===== src/rtl/full_adder32_pkg.sv =====
// Shared constants for the 32-bit ripple adder.
// Latency: n/a (constants only).
// Backpressure: n/a.
package full_adder32_pkg;

   // Operand/sum width the adder is built and verified at.
   localparam int ADDER_WIDTH = 32;

endpackage : full_adder32_pkg


===== src/rtl/full_adder_1bit.sv =====
// One ripple stage: single-bit full adder.
// Latency: 0 cycles, purely combinational.
// Backpressure: none; output follows inputs continuously.
module full_adder_1bit (
   input  logic a_i,
   input  logic b_i,
   input  logic carry_i,
   output logic sum_o,
   output logic carry_o
);

   logic prop;

   // Propagate term is shared by the sum and the carry-through path.
   always_comb begin
      prop    = a_i ^ b_i;
      sum_o   = prop ^ carry_i;
      carry_o = (a_i & b_i) | (carry_i & prop);
   end

endmodule : full_adder_1bit


===== src/rtl/full_adder32.sv =====
// 32-bit unsigned ripple-carry adder with combinational and registered results.
// Latency: sum_o/carry_o 0 cycles; sum_r_o/carry_r_o 1 cycle.
// Backpressure: none; new operands accepted every cycle.
module full_adder32
   import full_adder32_pkg::*;
#(
   parameter int WIDTH = ADDER_WIDTH
) (
   input  logic             clk_i,
   input  logic             rst_i,
   input  logic [WIDTH-1:0] a_i,
   input  logic [WIDTH-1:0] b_i,
   input  logic             carry_i,
   output logic [WIDTH-1:0] sum_o,
   output logic             carry_o,
   output logic [WIDTH-1:0] sum_r_o,
   output logic             carry_r_o
);

   // carry[i] is the carry into bit i; carry[WIDTH] is the carry out of the top bit.
   logic [WIDTH:0] carry;

   assign carry[0] = carry_i;

   // Ripple chain: each stage consumes the previous stage's carry, so an
   // unknown input bit only disturbs the bits at and above it.
   for (genvar i = 0; i < WIDTH; i++) begin : g_stage
      full_adder_1bit u_fa (
         .a_i     (a_i[i]),
         .b_i     (b_i[i]),
         .carry_i (carry[i]),
         .sum_o   (sum_o[i]),
         .carry_o (carry[i+1])
      );
   end

   assign carry_o = carry[WIDTH];

   // Registered copy of the combinational result; reset clears only this copy.
   always_ff @(posedge clk_i) begin
      if (rst_i) begin
         sum_r_o   <= '0;
         carry_r_o <= 1'b0;
      end else begin
         sum_r_o   <= sum_o;
         carry_r_o <= carry_o;
      end
   end

endmodule : full_adder32


===== config.mk =====
export PLATFORM = sky130hd
export DESIGN_NAME = full_adder32
export DESIGN_NICKNAME = d
export VERILOG_FILES = /design/src/rtl/full_adder32_pkg.sv /design/src/rtl/full_adder_1bit.sv /design/src/rtl/full_adder32.sv
export SDC_FILE = /design/constraint.sdc
export NUM_CORES = 1
export LEC_CHECK = 0
export ABC_AREA = 1
export CORE_MARGIN = 8
export CORE_UTILIZATION = 35
export DETAILED_ROUTE_END_ITERATION = 10
export GPL_TIMING_DRIVEN = 1
export HOLD_SLACK_MARGIN = 0.06
export PLACE_DENSITY = 0.8
export SLEW_MARGIN = 20
export SYNTH_ARGS = -nofsm -noshare
export SYNTH_HDL_FRONTEND = slang
export SYNTH_SLANG_ARGS = --single-unit

===== constraint.sdc =====
create_clock -name clk_i -period 27.9 [get_ports clk_i]
set_input_delay 6.975 -clock clk_i [delete_from_list [all_inputs] [get_ports clk_i]]
set_output_delay 6.975 -clock clk_i [all_outputs]
set_load 0.02 [all_outputs]

; ---- Word level (Yosys, flattened, before mapping)
; Cells that the tools add are included.
[op_classes]
n_addsub = 0
mul = 0
div_mod_pow = 0
n_lt_le_gt_ge = 0
eq_ne = 0
shifts = 0
n_mux = 0
bitwise_logic = 160
reduce_logical = 0
[ops]
columns = operator, n
row1 = $and 1x1->1, 64
row2 = $xor 1x1->1, 64
row3 = $or 1x1->1, 32
[totals]
ff_bits = 33
latch_bits = 0
ram_bits = 0
romBits = 0
mem_count = 0

; ---- Logic depth before layout (Yosys ltp)
; Gate-level depths: netlist of the first run.
[depth]
ltp_word = 65
ltp_mapped = 37

; ---- Modules after synthesis
; A second synthesis of the first run with hierarchy kept.
[unflattened]
cells_unflattened = 135
area_unflattened_um2 = 1599.0
[by_module_without_submodules]
columns = module, n_inst, cells_per_inst, area_each_um2
row1 = full_adder32, 1, 103, 958.4
row2 = full_adder_1bit, 32, 1, 20.0

; ---- Worst setup path before layout of the first run
; No wires, ideal clock.
[synth_path]
path_kind = input -> output
from = input port a_i[0]
to = output port sum_o[31]
t_arrival_ns = 19.268
slack_ns = 1.657
cell_stages = 37
cell_sequence = fa_1 > fa_1 > fa_1 > fa_1 > fa_1 > fa_1 > fa_1 > fa_1 > fa_1 > inv_1 > fa_1 > inv_1 > fa_1 > fa_1 > fa_1 > fa_1 > fa_1 > fa_1 > fa_1 > fa_1 > fa_1 > fa_1 > fa_1 > fa_1 > fa_1 > fa_1 > fa_1 > fa_1 > fa_1 > fa_1 > fa_1 > fa_1 > fa_1 > inv_1 > fa_1 > inv_1 > buf_4
[synth_between]
elab_chain_cells = 64
elab_cells_between_ends = 65
classes_between = 65 x bitwise
[synth_rtl]
columns = element, line_no
row1 = "start, declared", full_adder32.sv:11  ; input logic [WIDTH-1:0] a_i,
row2 = $xor 1x1->1, full_adder_1bit.sv:16  ; prop = a_i ^ b_i;
row3 = $and 1x1->1, full_adder_1bit.sv:18  ; carry_o = (a_i & b_i) | (carry_i & prop);
row4 = $or 1x1->1 *, full_adder_1bit.sv:18
row5 = $and 1x1->1 *, full_adder_1bit.sv:18
row6 = $or 1x1->1 *, full_adder_1bit.sv:18
row7 = $and 1x1->1 *, full_adder_1bit.sv:18
row8 = $or 1x1->1 *, full_adder_1bit.sv:18
row9 = $and 1x1->1 *, full_adder_1bit.sv:18
row10 = (+48 left out), n/a
row11 = $or 1x1->1 *, full_adder_1bit.sv:18
row12 = $and 1x1->1 *, full_adder_1bit.sv:18
row13 = $or 1x1->1 *, full_adder_1bit.sv:18
row14 = $and 1x1->1 *, full_adder_1bit.sv:18
row15 = $or 1x1->1 *, full_adder_1bit.sv:18
row16 = $and 1x1->1 *, full_adder_1bit.sv:18
row17 = $or 1x1->1 *, full_adder_1bit.sv:18
row18 = $xor 1x1->1 *, full_adder_1bit.sv:17  ; sum_o = prop ^ carry_i;
row19 = "end, declared", full_adder32.sv:14  ; output logic [WIDTH-1:0] sum_o,
; Every way passes the cells marked *; elsewhere a longest branch is shown, timed or not.

; ---- Worst setup path in the final report of the first run
[layout_path]
from = input port a_i[0]
to = output port carry_o
[layout_between]
elab_chain_cells = 65
elab_cells_between_ends = 66
classes_between = 66 x bitwise
[layout_rtl]
columns = element, line_no
row1 = $xor 1x1->1, full_adder_1bit.sv:16
row2 = $and 1x1->1, full_adder_1bit.sv:18
row3 = $or 1x1->1 *, full_adder_1bit.sv:18
row4 = $and 1x1->1 *, full_adder_1bit.sv:18
row5 = $or 1x1->1 *, full_adder_1bit.sv:18
row6 = $and 1x1->1 *, full_adder_1bit.sv:18
row7 = $or 1x1->1 *, full_adder_1bit.sv:18
row8 = $and 1x1->1 *, full_adder_1bit.sv:18
row9 = (+49 left out), n/a
row10 = $and 1x1->1 *, full_adder_1bit.sv:18
row11 = $or 1x1->1 *, full_adder_1bit.sv:18
row12 = $and 1x1->1 *, full_adder_1bit.sv:18
row13 = $or 1x1->1 *, full_adder_1bit.sv:18
row14 = $and 1x1->1 *, full_adder_1bit.sv:18
row15 = $or 1x1->1 *, full_adder_1bit.sv:18
row16 = $and 1x1->1 *, full_adder_1bit.sv:18
row17 = $or 1x1->1 *, full_adder_1bit.sv:18
row18 = "end, declared", full_adder32.sv:15  ; output logic carry_o,
; Marked as above.

==> metrics.md, run 1 <==
| Metric | Value |
|---|---|
| Antenna cells | 0 |
| Critical path origin | a_i[0] |
| Crit path max-delay cell type | clkdlybuf4s50_1 |
| Hold Startpoint | b_i[31] |
| Final max-slew violation count | 0 |
| Core Region | between 5000 and 6000 um2 |
| Worst endpoint data arrival time | 20.37 ns |
| Share of cells above drive strength 1 | ~3.2% |
| H-tree levels | 2 |
| Die height | approximately 90 um |
| Lkg Pwr | 1.35 nW |
| Setup_tns | 0 ns |
| Worst Path Buf+Inv | 6 |
| Fin util | between 60% and 70% |
| CP most frequent cell | fa_1 |
| Layout area overhead | 65.4% |
| Routed vias/inst | 3.92 |
| Max Cap Violations | 0 |
| Vias in the first global route | 1574 |
| Sequential standard cell area | 661 um2 |
| DP Wirelength | 4.52 mm |
| Endpoints failing hold | 0 |
| Pre-CTS setup slack | 0.148 ns |
| Area after DPL | 3000 um2 |
| P per Cell Area | 56.3 nW/um2 |
| Final Instance Area | a little over 3000 um2 |
| Dpl cells | 341 |
| TritonCTS clock tree | done |
| Achievable frequency | 36.6 MHz |
| Final Setup Violations | 0 |
| First-pass GRT wire length | 7.29 mm |
| Hold path cells | 4 |
| Clock Tree Root | clkbuf_8 |
| Max_slew headroom | 76.1% |
| Final-stage net count | roughly 380 |
| Setup crit end kind | primary output |
| Grt ovf | 0 |
| Critical path required time | 20.92 ns |
| Placer congestion estimate | between 0.7 and 0.8 |
| Least-Margin Pin Slew | 0.358 ns |
| Worst Hold End | sum_r_o[31] |
| Setup WS post-layout | between 0.5 and 0.6 ns |
| Post-synthesis register bit count | 33 |
| Multi-input gate area | around 770 um2 |
| Die W | between 80 and 90 um |
| Status | complete, no violations |
| Bufs on Longest Clock Path | 2 |
| Total Routing Usage GR | 12.4% |
| DR pass1 iterations | 4 |
| YS warnings | 0 |
| Number of setup buffers added after CTS | 0 |
| Syn Std Cell Area | roughly 1900 um2 |
| Row cnt | 26 |
| Vias | 1365 |
| RSZ-0062 raised after global routing | no |
| Routed Antenna Nets | 0 |
| DRC | 0 |
| Final non-filler cell total | 348 |
| CP delay by family, top | adder cells |
| Fillers | 484 |
| Reg clk slew, reported paths | 0.06 ns |
| Period utilization | 98.0% |
| Largest net degree at the start of global routing | 34 |
| Initial Util | between 30% and 40% |
| Post-synth cell types | 7 |
| Initial antenna violation count | 0 |
| Worst Setup Path Type | in -> out |
| Post-Syn Instances | 174 |
| Routed WL | 4.91 mm |
| Synthesized Nets | 273 |
| Hold slack | 7.43 ns |
| Mean Syn Cell Area | 10.7 um2 |
| CP max FO | 2 |
| CP Launch Type | primary input |
| Period minus WS final | 27.34 ns |
| Largest stage delay on the critical path | 0.53 ns |
| Die area | just under 8000 um2 |
| CTS Sinks | 33 |
| I/O Pins | 133 |
| Peak supply drop | about 0.023 mV |
| Post-synthesis sequential area ratio | 35.4% |
| Final Power | about 0.17 mW |
| Worst Hold Class | in -> reg |
| DR WL/cell | about 14 um |
| I/O Buffers | around 130 |
| Iter 0 DRT Violations | 19 |
| CTS Buf Count | 5 |
## final cells by class
class	instances	share of cell area (%)
inverter	40	4.87
timing repair buffer	133	43.1
tap	70	2.84
clock buffer	7	2.80
multi-input combinational	65	24.9
sequential	33	21.4
## logic make-up after synthesis
kind of cell | Yosys count | synth area share (%)
and+or+nand+nor | 33 | 6.91
DFF | 33 | 35.4
adders and majority gates | 32 | 34.3
buffers and inverters | 76 | 23.3
## registers in the layout, summed over array words and instances (netlist names)
signal     flops
carry_r_o      1
sum_r_o       32
## cell usage in the layout, fill, tap and decap left out
cell type          n
clkdlybuf4s50_1  131
buf_4              1
clkbuf_8           6
nor2_1            31
dlymetal6s2s_1     1
inv_1             40
nor2_2             2
dfxtp_1           33
clkbuf_1           1
fa_1              32
## metal layers
metal / GRT usage (%) / wire, um / up-vias
met2: 24.3 / 2860 / 59
met3: 5.15 / 410 / 8
met1: 10.7 / 1520 / 638
li1: - / - / 660
met5: 0 / 0 / -
met4: 5.44 / 114 / 0
## Yosys cell counts
master    n  area, um2
dfxtp_1  33        661
fa_1     32        641
inv_1    40        150
nor2_1   31        116
nor2_2    2       12.5
buf_4    32        240
buf_6     4       45.0
## where the power goes
part           switching (mW)  leakage [nW]  total (mW)  internal (mW)
sequential            0.00143         0.275      0.0548         0.0533
clock                  0.0150        0.0443      0.0346         0.0195
combinational          0.0415          1.03      0.0845         0.0430
## how the worst max path moves through the flow
stage | endpoint | slack, ns | cells after the start
3_5_place_dp | sum_o[31] | 0.15 | 38
4_1_cts | sum_o[31] | 0.13 | 38
3_3_place_gp | sum_o[31] | 0.37 | 38
5_1_grt | carry_o | 0.01 | 38
2_1_floorplan | sum_o[31] | 1.66 | 37
6_report | carry_o | 0.56 | 38
## repair_timing
action | CTS | global route
endpoints found under the hold margin | 0 | 0
endpoints found under the setup margin | 0 | 1
resized for setup | 0 | 1
hold buffers | 0 | 0
(Power assumes the default switching activity.)
==> run 2, diff against run 1 <==
Settings changed: SLEW_MARGIN 20 to 5.
==> results of run 2 <==
No change in the layout: final DEF, timing and power equal those of run 1.
==> run 3, diff against run 2 <==
Settings changed: SETUP_SLACK_MARGIN from default to 0.3.
==> metrics.md, run 3 (synthesis results as in run 1) <==
| Metric | Value |
|---|---|
| Status | complete, no violations |
| Initial antenna violation count | 0 (unchanged) |
| Period utilization | 97.6% (-0.37 points) |
| Period minus WS final | 27.24 ns (-0.104 ns) |
| Critical path required time | 20.92 ns (about the same) |
| Achievable frequency | 36.7 MHz (+0.38%) |
| Critical path origin | a_i[0] |
| Final Setup Violations | 0 (unchanged) |
| I/O Buffers | 132 (unchanged) |
| DR WL/cell | 14.1 um (about the same) |
| Die height | 89.0 um (unchanged) |
| Worst endpoint data arrival time | 20.26 ns (-0.11 ns) |
| DR pass1 iterations | 4 (unchanged) |
| Reg clk slew, reported paths | 0.06 ns (about the same) |
| Largest stage delay on the critical path | 0.44 ns (-0.09 ns) |
| Vias in the first global route | 1574 (unchanged) |
| CTS Hold Bufs | 0 (unchanged) |
| Placer congestion estimate | 0.741 (unchanged) |
| Largest net degree at the start of global routing | 34 (unchanged) |
| Commonest non-fill, non-tap cell in the layout | clkdlybuf4s50_1 |
| Row cnt | 26 (unchanged) |
| Worst Hold Class | in -> reg |
| Max reg flops | 32 (unchanged) |
| Total Routing Usage GR | 12.4% (unchanged) |
| P per Cell Area | 56.3 nW/um2 (-0.10%) |
| CP most frequent cell | fa_1 |
| Final-stage net count | 377 (unchanged) |
| CTS Sinks | 33 (unchanged) |
| Routed WL | 4.91 mm (about the same) |
| Least-Margin Pin Slew | 0.359 ns (+0.000336 ns) |
| Max Cap Violations | 0 (unchanged) |
| Hold slack | 7.43 ns (-0.0000500 ns) |
| Peak supply drop | 0.0231 mV (about the same) |
| Bufs on Longest Clock Path | 2 (unchanged) |
| Dpl cells | 341 (unchanged) |
| DRC | 0 (unchanged) |
| Number of setup buffers added after CTS | 0 (unchanged) |
| Worst Setup Path Type | in -> out |
| Clock Tree Root | clkbuf_8 |
| Vias | 1365 (unchanged) |
| RSZ-0062 raised after global routing | yes |
| Die W | 89.0 um (unchanged) |
| DP Wirelength | 4.52 mm (unchanged) |
| Share of cells above drive strength 1 | 3.60% (+0.36 points) |
| Setup crit end kind | primary output |
| Worst Hold End | sum_r_o[31] |
| Final non-filler cell total | 348 (unchanged) |
| Final Instance Area | 3080 um2 (about the same) |
| Routed vias/inst | 3.92 (unchanged) |
| Biggest regs | sum_r_o: 32 flops, carry_r_o: 1 flops |
| I/O Pins | 133 (unchanged) |
| Endpoints failing hold | 0 (unchanged) |
| Routed Antenna Nets | 0 (unchanged) |
| Layout area overhead | 65.3% (about the same) |
| CP Launch Type | primary input |
| Crit path max-delay cell type | fa_1 |
| CTS Buf Count | 5 (unchanged) |
| Register name with the most flops | sum_r_o |
| H-tree levels | 2 (unchanged) |
| Hold path cells | 4 (unchanged) |
| Max_slew headroom | 76.1% (about the same) |
| TritonCTS clock tree | done |
| First-pass GRT wire length | 7.29 mm (unchanged) |
| Core Region | 5140 um2 (unchanged) |
| CP max FO | 2 (unchanged) |
| Setup_tns | 0 ns (unchanged) |
| Area after DPL | 3000 um2 (unchanged) |
| Final max-slew violation count | 0 (unchanged) |
| Initial Util | 36.3% (unchanged) |
| Hold Startpoint | b_i[31] |
| Iter 0 DRT Violations | 19 (unchanged) |
| Antenna cells | 0 (unchanged) |
| Grt ovf | 0 (unchanged) |
| Most frequent cells in the layout | clkdlybuf4s50_1, inv_1, dfxtp_1, fa_1, nor2_1 |
| Die area | 7920 um2 (unchanged) |
| Lkg Pwr | 1.36 nW (+0.69%) |
run 3: metal layers:
layer  vias to the layer above  GRT usage, %  share of wire (%)
met2                        59          24.3                 58
met3                         8          5.15                8.4
met5                         -             0                  0
met1                       638          10.7                 31
li1                        660             -                  -
met4                         0          5.44                2.3
run 3: final cells by class:
cell class	count	area [um2]
fillers	481	2060
repair buffers	133	1330
multi-input cells	65	769
flip-flops and latches	33	661
inverters	40	150
well taps	70	87.6
clock buffers	7	86.3
run 3: worst max-delay path, delay by kind of cell:
| kind | cells | cell delay [ns] |
|---|---|---|
| adders and majority gates | 32 | 12.40 |
| buffers and inverters | 6 | 0.86 |
run 3: what timing repair did:
| item | CTS | global route |
|---|---|---|
| resized for setup | 1 | 4 |
| setup endpoints to repair | 1 | 3 |
| pin swaps | 0 | 0 |
| gates cloned | 0 | 0 |
run 3: stage by stage:
step                worst slack, ns  total power, mW  utilization [%]
floorplan                      1.66            0.108                -
CTS                           0.405            0.177             60.0
global route                  0.125            0.185             60.0
finish                        0.662            0.174             60.0
detailed placement            0.148            0.142             58.3
global placement              0.366            0.140             58.3
run 3: how the worst max path moves through the flow:
stage	to	slack, ns	depth (start not counted)
after floorplan	sum_o[31]	1.66	37
after global placement	sum_o[31]	0.37	38
after detailed placement	sum_o[31]	0.15	38
after CTS	sum_o[31]	0.40	38
after global routing	sum_o[31]	0.13	38
final	sum_o[31]	0.66	38
run 3: report_power, final:
| part | internal [mW] | switching [mW] |
|---|---|---|
| sequential | 0.0533 | 0.00143 |
| combinational | 0.0426 | 0.0415 |
| clock | 0.0195 | 0.0150 |
| total | 0.116 | 0.0580 |
